<file path="src/rtl/block_sync_deser_pkg.sv">
// Shared types and constants for the 66-bit block synchroniser.
// Holds the lock state encoding, the valid sync-header codes and the default sizes.
package block_sync_deser_pkg;

   typedef enum logic {
      HUNT   = 1'b0,
      LOCKED = 1'b1
   } lock_state_e;

   localparam logic [1:0] SH_DATA = 2'b01;
   localparam logic [1:0] SH_CTRL = 2'b10;

   localparam int BLK_W_DEF     = 66;
   localparam int LOCK_CNT_DEF  = 64;
   localparam int INVLD_MAX_DEF = 16;
   localparam int DATA_W        = 64;
   localparam int HDR_W         = 2;

   function automatic logic hdr_valid(input logic [HDR_W-1:0] hdr);
      return (hdr == SH_DATA) || (hdr == SH_CTRL);
   endfunction

endpackage

</file>
<file path="src/rtl/block_sync_deser_if.sv">
// Serial-in / aligned-block-out bus of the block synchroniser.
// The statistics counters exist only when BLOCK_SYNC_STATS_EN is defined.
interface block_sync_deser_if;
   import block_sync_deser_pkg::*;

   logic              serial_data_in;
   logic [DATA_W-1:0] block_data_out;
   logic [HDR_W-1:0]  block_hdr_out;
   logic              block_valid;
   logic              block_lock;
`ifdef BLOCK_SYNC_STATS_EN
   logic [15:0]       hdr_err_cnt;
   logic [15:0]       slip_cnt;
`endif

   modport master (
      input  serial_data_in,
      output block_data_out,
      output block_hdr_out,
      output block_valid,
      output block_lock
`ifdef BLOCK_SYNC_STATS_EN
      ,
      output hdr_err_cnt,
      output slip_cnt
`endif
   );

   modport slave (
      output serial_data_in,
      input  block_data_out,
      input  block_hdr_out,
      input  block_valid,
      input  block_lock
`ifdef BLOCK_SYNC_STATS_EN
      ,
      input  hdr_err_cnt,
      input  slip_cnt
`endif
   );

endinterface

</file>
<file path="src/rtl/block_sync_deser_lock_fsm.sv">
// Header-based lock state machine: counts good/bad sync headers per boundary,
// requests one-bit slips while hunting and flags which blocks may be delivered.
module block_lock_fsm
   import block_sync_deser_pkg::*;
#(
   parameter int LOCK_CNT  = LOCK_CNT_DEF,
   parameter int INVLD_MAX = INVLD_MAX_DEF
)(
   input  logic clk,
   input  logic rst_n,
   input  logic boundary,
   input  logic hdr_ok,
   output logic slip,
   output logic block_lock,
   output logic blk_ok
);

   localparam int SH_W = $clog2(LOCK_CNT + 1);
   localparam int IV_W = $clog2(INVLD_MAX + 1);

   lock_state_e     state_r;
   logic [SH_W-1:0] sh_cnt_r;
   logic [IV_W-1:0] sh_invld_r;
   logic [SH_W-1:0] sh_inc_s;
   logic [IV_W-1:0] iv_inc_s;
   logic            slip_r;
   logic            lock_r;

   assign sh_inc_s = sh_cnt_r + SH_W'(1);

   // next invalid count and whether the current block survives as a delivered block
   always_comb begin
      iv_inc_s = sh_invld_r;
      if (!hdr_ok) begin
         iv_inc_s = sh_invld_r + IV_W'(1);
      end else begin
         iv_inc_s = sh_invld_r;
      end
      blk_ok = (state_r == LOCKED) && (iv_inc_s != IV_W'(INVLD_MAX));
   end

   // lock state, window counters and the one-cycle slip pulse
   always_ff @(posedge clk or negedge rst_n) begin
      if (!rst_n) begin
         state_r    <= HUNT;
         sh_cnt_r   <= SH_W'(0);
         sh_invld_r <= IV_W'(0);
         slip_r     <= 1'b0;
         lock_r     <= 1'b0;
      end else begin
         slip_r <= 1'b0;
         if (boundary) begin
            case (state_r)
               HUNT: begin
                  if (hdr_ok) begin
                     if (sh_inc_s == SH_W'(LOCK_CNT)) begin
                        state_r    <= LOCKED;
                        lock_r     <= 1'b1;
                        sh_cnt_r   <= SH_W'(0);
                        sh_invld_r <= IV_W'(0);
                     end else begin
                        sh_cnt_r <= sh_inc_s;
                     end
                  end else begin
                     slip_r     <= 1'b1;
                     sh_cnt_r   <= SH_W'(0);
                     sh_invld_r <= IV_W'(0);
                  end
               end
               LOCKED: begin
                  // too many bad headers wins over a window completing on the same block
                  if (iv_inc_s == IV_W'(INVLD_MAX)) begin
                     slip_r     <= 1'b1;
                     state_r    <= HUNT;
                     lock_r     <= 1'b0;
                     sh_cnt_r   <= SH_W'(0);
                     sh_invld_r <= IV_W'(0);
                  end else if (sh_inc_s == SH_W'(LOCK_CNT)) begin
                     sh_cnt_r   <= SH_W'(0);
                     sh_invld_r <= IV_W'(0);
                  end else begin
                     sh_cnt_r   <= sh_inc_s;
                     sh_invld_r <= iv_inc_s;
                  end
               end
               default: begin
                  state_r    <= HUNT;
                  lock_r     <= 1'b0;
                  sh_cnt_r   <= SH_W'(0);
                  sh_invld_r <= IV_W'(0);
               end
            endcase
         end
      end
   end

   assign slip       = slip_r;
   assign block_lock = lock_r;

endmodule

</file>
<file path="src/rtl/block_sync_deser.sv">
// Block synchroniser: finds the 66-bit boundary in the descrambled serial stream
// and delivers aligned header + payload. Optional counters under BLOCK_SYNC_STATS_EN.
module block_sync_deser
   import block_sync_deser_pkg::*;
#(
   parameter int LOCK_CNT  = LOCK_CNT_DEF,
   parameter int INVLD_MAX = INVLD_MAX_DEF,
   parameter int BLK_W     = BLK_W_DEF
)(
   input  logic                clk,
   input  logic                rst_n,
   block_sync_deser_if.master  bus
);

   localparam int CNT_W = $clog2(BLK_W);

   // The 66-bit window is the stored history plus the bit arriving this edge,
   // so the oldest window bit never needs a flop of its own.
   logic [BLK_W-2:0]  sr_r;
   logic [BLK_W-1:0]  sr_next_s;
   logic [CNT_W-1:0]  bit_cnt_r;
   logic              boundary_s;
   logic [HDR_W-1:0]  hdr_s;
   logic              hdr_ok_s;
   logic              slip_s;
   logic              lock_s;
   logic              blk_ok_s;
   logic [DATA_W-1:0] data_r;
   logic [HDR_W-1:0]  hdr_r;
   logic              valid_r;

   assign sr_next_s  = {sr_r, bus.serial_data_in};
   assign boundary_s = (bit_cnt_r == CNT_W'(BLK_W - 1));
   assign hdr_s      = sr_next_s[BLK_W-1:BLK_W-HDR_W];
   assign hdr_ok_s   = hdr_valid(hdr_s);

   block_lock_fsm #(
      .LOCK_CNT  (LOCK_CNT),
      .INVLD_MAX (INVLD_MAX)
   ) u_lock_fsm (
      .clk        (clk),
      .rst_n      (rst_n),
      .boundary   (boundary_s),
      .hdr_ok     (hdr_ok_s),
      .slip       (slip_s),
      .block_lock (lock_s),
      .blk_ok     (blk_ok_s)
   );

   // serial history and bit position; a slip freezes the position for one edge
   always_ff @(posedge clk or negedge rst_n) begin
      if (!rst_n) begin
         sr_r      <= {(BLK_W-1){1'b0}};
         bit_cnt_r <= CNT_W'(0);
      end else begin
         sr_r <= sr_next_s[BLK_W-2:0];
         if (boundary_s) begin
            bit_cnt_r <= CNT_W'(0);
         end else if (slip_s) begin
            bit_cnt_r <= bit_cnt_r;
         end else begin
            bit_cnt_r <= bit_cnt_r + CNT_W'(1);
         end
      end
   end

   // block outputs captured at each boundary, held in between
   always_ff @(posedge clk or negedge rst_n) begin
      if (!rst_n) begin
         data_r  <= {DATA_W{1'b0}};
         hdr_r   <= {HDR_W{1'b0}};
         valid_r <= 1'b0;
      end else begin
         valid_r <= boundary_s & blk_ok_s;
         if (boundary_s) begin
            data_r <= sr_next_s[DATA_W-1:0];
            hdr_r  <= hdr_s;
         end
      end
   end

   assign bus.block_data_out = data_r;
   assign bus.block_hdr_out  = hdr_r;
   assign bus.block_valid    = valid_r;
   assign bus.block_lock     = lock_s;

`ifdef BLOCK_SYNC_STATS_EN
   logic [15:0] hdr_err_r;
   logic [15:0] slip_cnt_r;

   // saturating diagnostics: bad headers while locked, and slips taken
   always_ff @(posedge clk or negedge rst_n) begin
      if (!rst_n) begin
         hdr_err_r  <= 16'd0;
         slip_cnt_r <= 16'd0;
      end else begin
         if (boundary_s && lock_s && !hdr_ok_s && (hdr_err_r != 16'hFFFF)) begin
            hdr_err_r <= hdr_err_r + 16'd1;
         end
         if (slip_s && (slip_cnt_r != 16'hFFFF)) begin
            slip_cnt_r <= slip_cnt_r + 16'd1;
         end
      end
   end

   assign bus.hdr_err_cnt = hdr_err_r;
   assign bus.slip_cnt    = slip_cnt_r;
`else
   // statistics disabled: no extra state or ports
`endif

endmodule

</file>
<file path="src/flat_wrapper.sv">
// flat-port wrapper written by rule: the top's interface ports become plain ports
module block_sync_deser_flat import block_sync_deser_pkg::*;
#(
   parameter int LOCK_CNT  = LOCK_CNT_DEF,
   parameter int INVLD_MAX = INVLD_MAX_DEF,
   parameter int BLK_W     = BLK_W_DEF
)
  (clk, rst_n, bus_serial_data_in, bus_block_data_out, bus_block_hdr_out, bus_block_valid, bus_block_lock);
  block_sync_deser_if bus_i ();
  input  logic clk;
  input  logic rst_n;
  input wire logic [$bits(bus_i.serial_data_in)-1:0] bus_serial_data_in;
  output wire logic [$bits(bus_i.block_data_out)-1:0] bus_block_data_out;
  output wire logic [$bits(bus_i.block_hdr_out)-1:0] bus_block_hdr_out;
  output wire logic [$bits(bus_i.block_valid)-1:0] bus_block_valid;
  output wire logic [$bits(bus_i.block_lock)-1:0] bus_block_lock;
  assign bus_i.serial_data_in = bus_serial_data_in;
  assign bus_block_data_out = bus_i.block_data_out;
  assign bus_block_hdr_out = bus_i.block_hdr_out;
  assign bus_block_valid = bus_i.block_valid;
  assign bus_block_lock = bus_i.block_lock;
  block_sync_deser #(.LOCK_CNT(LOCK_CNT), .INVLD_MAX(INVLD_MAX), .BLK_W(BLK_W)) u_core (.clk(clk), .rst_n(rst_n), .bus(bus_i));
endmodule
</file>
<file path="config.mk">
export PLATFORM = sky130hd
export DESIGN_NAME = block_sync_deser_flat
export DESIGN_NICKNAME = d
export VERILOG_FILES = /design/src/rtl/block_sync_deser_pkg.sv /design/src/rtl/block_sync_deser_if.sv /design/src/rtl/block_sync_deser_lock_fsm.sv /design/src/rtl/block_sync_deser.sv /design/src/flat_wrapper.sv
export SDC_FILE = /design/constraint.sdc
export NUM_CORES = 1
export LEC_CHECK = 0
export CORE_ASPECT_RATIO = 1.5
export CORE_MARGIN = 3
export CORE_UTILIZATION = 31
export CTS_CLUSTER_SIZE = 40
export DETAILED_ROUTE_END_ITERATION = 10
export PLACE_DENSITY_LB_ADDON = 0.2
export SLEW_MARGIN = 20
export SYNTH_ARGS = -nofsm -noshare
export SYNTH_HDL_FRONTEND = slang
export SYNTH_SLANG_ARGS = --single-unit
</file>
<file path="constraint.sdc">
create_clock -name clk -period 4.18 [get_ports clk]
set_input_delay 0.836 -clock clk [delete_from_list [all_inputs] [get_ports clk]]
set_output_delay 0.836 -clock clk [all_outputs]
set_load 0.01 [all_outputs]
</file>
==> impl_metrics.xml <==
<?xml version="1.0" encoding="UTF-8"?>
<metrics>
  <group name="pwr">
    <metric name="share_comb_of_total_power" unit="%">1.1</metric>
    <metric name="power_density" unit="nW/um2">440</metric>
    <metric name="p_sw_share" unit="%">23.6</metric>
    <metric name="irDropWorstVdd" unit="mV">0.249</metric>
    <metric name="p_int" unit="W">0.00233</metric>
    <metric name="netSwitchingPower" unit="W">0.000719</metric>
    <metric name="clock_power_share" unit="%">48.8</metric>
    <metric name="p_seq_share" unit="%">50.1</metric>
    <metric name="power_leakage" unit="nW">3.36</metric>
  </group>
  <group name="critical_path">
    <metric name="path_cells" unit="">xor2_1, o21ai_0, a222oi_1, nor3_1, a32o_1</metric>
    <metric name="timing.critical_path.required" unit="ns">4.47</metric>
    <metric name="cp_slowest_cell" unit="">a222oi_1</metric>
    <metric name="critPathMaxStageDelay" unit="ns">0.81</metric>
    <metric name="worst_setup_path_end_kind" unit="">flip-flop</metric>
    <metric name="path_max_fanout" unit="">13</metric>
    <metric name="worst-endpoint-arrival" unit="ns">3.10</metric>
    <metric name="critical_path_buf_inv_count" unit="">0</metric>
    <metric name="critPathLaunchType" unit="">flip-flop</metric>
    <metric name="criticalPathCategory" unit="">flip-flop to flip-flop</metric>
    <metric name="cell_family_contributing_the_most_delay_on_the_critical_path" unit="">compound AO/OA/AOI/OAI gates</metric>
  </group>
  <group name="clock_tree">
    <metric name="cts_sinks" unit="">154</metric>
    <metric name="worstSkewPairLatency" unit="ns">0.42</metric>
    <metric name="cts-htree-levels" unit="">4</metric>
    <metric name="post_cts_setup_driven_buffer_insertion_count" unit="">0</metric>
    <metric name="clk_transition_reported_paths" unit="ns">0.07</metric>
    <metric name="cts_resizes" unit="">0</metric>
    <metric name="cts_tree" unit="">done</metric>
    <metric name="cts.root.buffer_cell" unit="">clkbuf_16</metric>
    <metric name="clock_path_buffers" unit="">2</metric>
    <metric name="tritoncts.num_buffers" unit="">17</metric>
    <metric name="postCtsHoldBufs" unit="">0</metric>
  </group>
  <group name="timing">
    <metric name="slew-limit-headroom" unit="%">35.0</metric>
    <metric name="tightestPinTransition" unit="ns">0.975</metric>
    <metric name="maxClockFrequency" unit="MHz">355</metric>
    <metric name="report.final.hold_viol_count" unit="">0</metric>
    <metric name="fin_crit_sh" unit="%">67.3</metric>
    <metric name="grt_setup_unrepaired" unit="">no</metric>
    <metric name="number_of_slew_limit_violations_in_the_final_report" unit="">0</metric>
    <metric name="timing.final.ws_setup" unit="ns">1.37</metric>
    <metric name="setup_violations" unit="">0</metric>
    <metric name="final_period_minus_worst_setup_slack" unit="ns">2.81</metric>
    <metric name="clock-skew-final" unit="ns">0.00933</metric>
    <metric name="setup_total_negative_slack" unit="ns">0</metric>
  </group>
  <group name="floorplanning">
    <metric name="die_area" unit="um2">19100</metric>
    <metric name="die-width" unit="um">114</metric>
    <metric name="pin_count" unit="">71</metric>
    <metric name="initial_core_util" unit="%">31.9</metric>
    <metric name="height_of_the_chip" unit="um">168</metric>
    <metric name="core-area" unit="um2">17000</metric>
    <metric name="placement_rows" unit="">58</metric>
  </group>
  <group name="logic_synthesis">
    <metric name="postSynthCellCount" unit="">486</metric>
    <metric name="synth_area_per_cell" unit="um2">11.1</metric>
    <metric name="synth-warning-count" unit="">0</metric>
    <metric name="synth.net_count" unit="">493</metric>
    <metric name="synth_enable_flop_cells" unit="">0</metric>
    <metric name="ys_async_sr_fraction" unit="%">100</metric>
    <metric name="synth_unique_cells" unit="">40</metric>
    <metric name="syn_area" unit="um2">5410</metric>
    <metric name="seq_area_frac_synth" unit="%">71.2</metric>
    <metric name="synth_seq_cells" unit="">154</metric>
    <metric name="postSynth.topFlopCell" unit="">dfrtp_1</metric>
  </group>
  <group name="placement">
    <metric name="gp_congestion" unit="">0.811</metric>
    <metric name="place.port_buffers" unit="">70</metric>
    <metric name="dp.cells" unit="">748</metric>
    <metric name="detailed_place_hpwl" unit="um">6930</metric>
    <metric name="pre_cts_slack" unit="ns">1.43</metric>
  </group>
  <group name="route">
    <metric name="detailedRoute.firstPassIterationCount" unit="">4</metric>
    <metric name="route.detailed.wl_per_inst" unit="um">14.2</metric>
    <metric name="viasPerCell" unit="">4.64</metric>
    <metric name="drt_first_iter_violations" unit="">239</metric>
    <metric name="route.final.wire_length" unit="um">11100</metric>
    <metric name="route.vias.total" unit="">3623</metric>
    <metric name="postRouteAntennaNets" unit="">0</metric>
    <metric name="drt_drc_violations_left" unit="">0</metric>
  </group>
  <group name="job">
    <metric name="cap_violations" unit="">0</metric>
  </group>
  <group name="global_route">
    <metric name="first_global_vias" unit="">3813</metric>
    <metric name="grt_use_total" unit="%">12.5</metric>
    <metric name="gr-total-overflow" unit="">0</metric>
    <metric name="grt_max_degree" unit="">107</metric>
    <metric name="number_of_antenna_violations_at_the_first_check_in_global_routing" unit="">0</metric>
    <metric name="grt_first_pass_wirelength" unit="um">19300</metric>
  </group>
  <group name="finish">
    <metric name="instances_no_fill" unit="">780</metric>
    <metric name="finalNetCount" unit="">564</metric>
    <metric name="share_of_final_layout_standard_cells_stronger_than_drive_strength_1" unit="%">7.02</metric>
    <metric name="multi_input_comb_area" unit="um2">1480</metric>
    <metric name="area.sequential" unit="um2">3850</metric>
    <metric name="fill_cells" unit="">1705</metric>
    <metric name="syn_to_final_growth" unit="%">28.2</metric>
    <metric name="diodes" unit="">0</metric>
  </group>
  <group name="hold_path">
    <metric name="holdCritPathClass" unit="">flip-flop to flip-flop</metric>
  </group>
  <group name="run_status">
    <metric name="status" unit="">completed</metric>
  </group>
</metrics>
[flip-flops by register name, summed over array words and instances, names as in the netlist]
register and cells:
u_core.bit_cnt_r 7, u_core.bus.block_data_out 64, u_core.bus.block_hdr_out 2, u_core.bus.block_valid 1
u_core.sr_r 65, u_core.u_lock_fsm.block_lock 1, u_core.u_lock_fsm.sh_cnt_r 7, u_core.u_lock_fsm.sh_invld_r 5
u_core.u_lock_fsm.slip 1, u_core.u_lock_fsm.state_r 1
[cells in the final DEF, fill, tap and decap left out, types with 2 or more instances in the layout]
cell / count
a2111oi_0: 3
a211oi_1: 2
a21o_1: 5
a21oi_1: 2
a222oi_1: 2
a22o_1: 3
a32o_1: 3
buf_4: 2
clkbuf_16: 17
clkdlybuf4s50_1: 69
clkinv_4: 2
clkinv_8: 3
clkinvlp_4: 3
dfrtp_1: 154
ha_1: 4
inv_1: 3
inv_8: 5
nand2_1: 211
nand3_1: 8
nand4_1: 2
nor2_1: 12
nor2b_1: 5
nor3_1: 8
o21ai_0: 4
o31ai_1: 2
or3_1: 6
xnor2_1: 6
xor2_1: 3
[layout make-up]
| class | instances | share of cell area (%) |
|---|---|---|
| tap | 210 | 3.79 |
| clock buffer | 18 | 6.33 |
| multi-input combinational | 308 | 21.3 |
| sequential | 154 | 55.5 |
| timing repair buffer | 73 | 10.6 |
| clock inverter | 14 | 2.22 |
| inverter | 3 | 0.162 |
[layer usage]
layer,track usage [%],up-vias,part of all wire (%)
met1,16.0,1813,44
met4,4.70,0,1.4
met3,3.34,13,4.3
met2,20.4,74,51
met5,0,-,0
li1,-,1723,-
[kinds of logic (layout without fill, tap and decap cells)]
logic type | count (synthesis) | count (layout) | synth area share (%)
mux | 1 | 1 | 0.208
buf+inv | 24 | 108 | 1.76
xor+xnor | 9 | 9 | 1.46
fa+ha+maj | 4 | 4 | 0.925
flops | 154 | 154 | 71.2
compound gates | 35 | 35 | 5.04
simple gates | 259 | 259 | 19.4
[synth_stat cells, types with 2 or more instances]
cell type	n	area, um2
nand2_1	211	792
dfrtp_1	154	3850
clkbuf_1	18	67.6
nor2_1	12	45.0
nand3_1	9	45.0
nor3_1	8	40.0
or3_1	6	37.5
xnor2_1	6	52.6
a21o_1	5	37.5
nor2b_1	5	31.3
ha_1	4	50.1
o21ai_0	4	20.0
a2111oi_0	3	26.3
a22o_1	3	26.3
a32o_1	3	30.0
inv_1	3	11.3
xor2_1	3	26.3
a211oi_1	2	15.0
a21oi_1	2	10.0
a222oi_1	2	20.0
and3_1	2	12.5
nand4_1	2	12.5
o31ai_1	2	15.0
[power groups by stage]
| stage | clock [W] | sequential, W | combinational, W |
|---|---|---|---|
| after floorplan | 0 | 0.00155 | 0.000000568 |
| after detailed placement | 0 | 0.00156 | 0.0000352 |
| after global placement | 0 | 0.00156 | 0.0000348 |
| final | 0.00149 | 0.00153 | 0.0000327 |
| after CTS | 0.00154 | 0.00153 | 0.0000353 |
| after global routing | 0.00161 | 0.00153 | 0.0000391 |
[worst paths after layout]
| check | start | end | slack (ns) | cells past startpoint |
|---|---|---|---|---|
| min | u_core.sr_r[39] | u_core.sr_r[40] | 0.38 | 0 |
| max reg2reg | u_core.sr_r[64] | u_core.u_lock_fsm.sh_cnt_r[1] | 1.37 | 5 |
| max | u_core.sr_r[64] | u_core.u_lock_fsm.sh_cnt_r[1] | 1.37 | 5 |
| min in group asynchronous | rst_n | u_core.bus.block_data_out[11] | 0.55 | 1 |
| min reg2reg | u_core.sr_r[39] | u_core.sr_r[40] | 0.38 | 0 |
| max in group asynchronous | rst_n | u_core.bus.block_data_out[34] | 2.82 | 2 |
[metrics by stage]
step	hold WS [ns]	area (um2)	util (%)	power [W]
2_1_floorplan	0.354	5410	-	0.00155
3_3_place_gp	0.357	6340	37.3	0.00159
3_5_place_dp	0.360	6340	37.3	0.00159
4_1_cts	0.377	6930	40.8	0.00310
5_1_grt	0.385	6940	40.9	0.00318
6_report	0.375	6940	40.9	0.00305
Note: power is estimated with default switching activity, not from simulation.
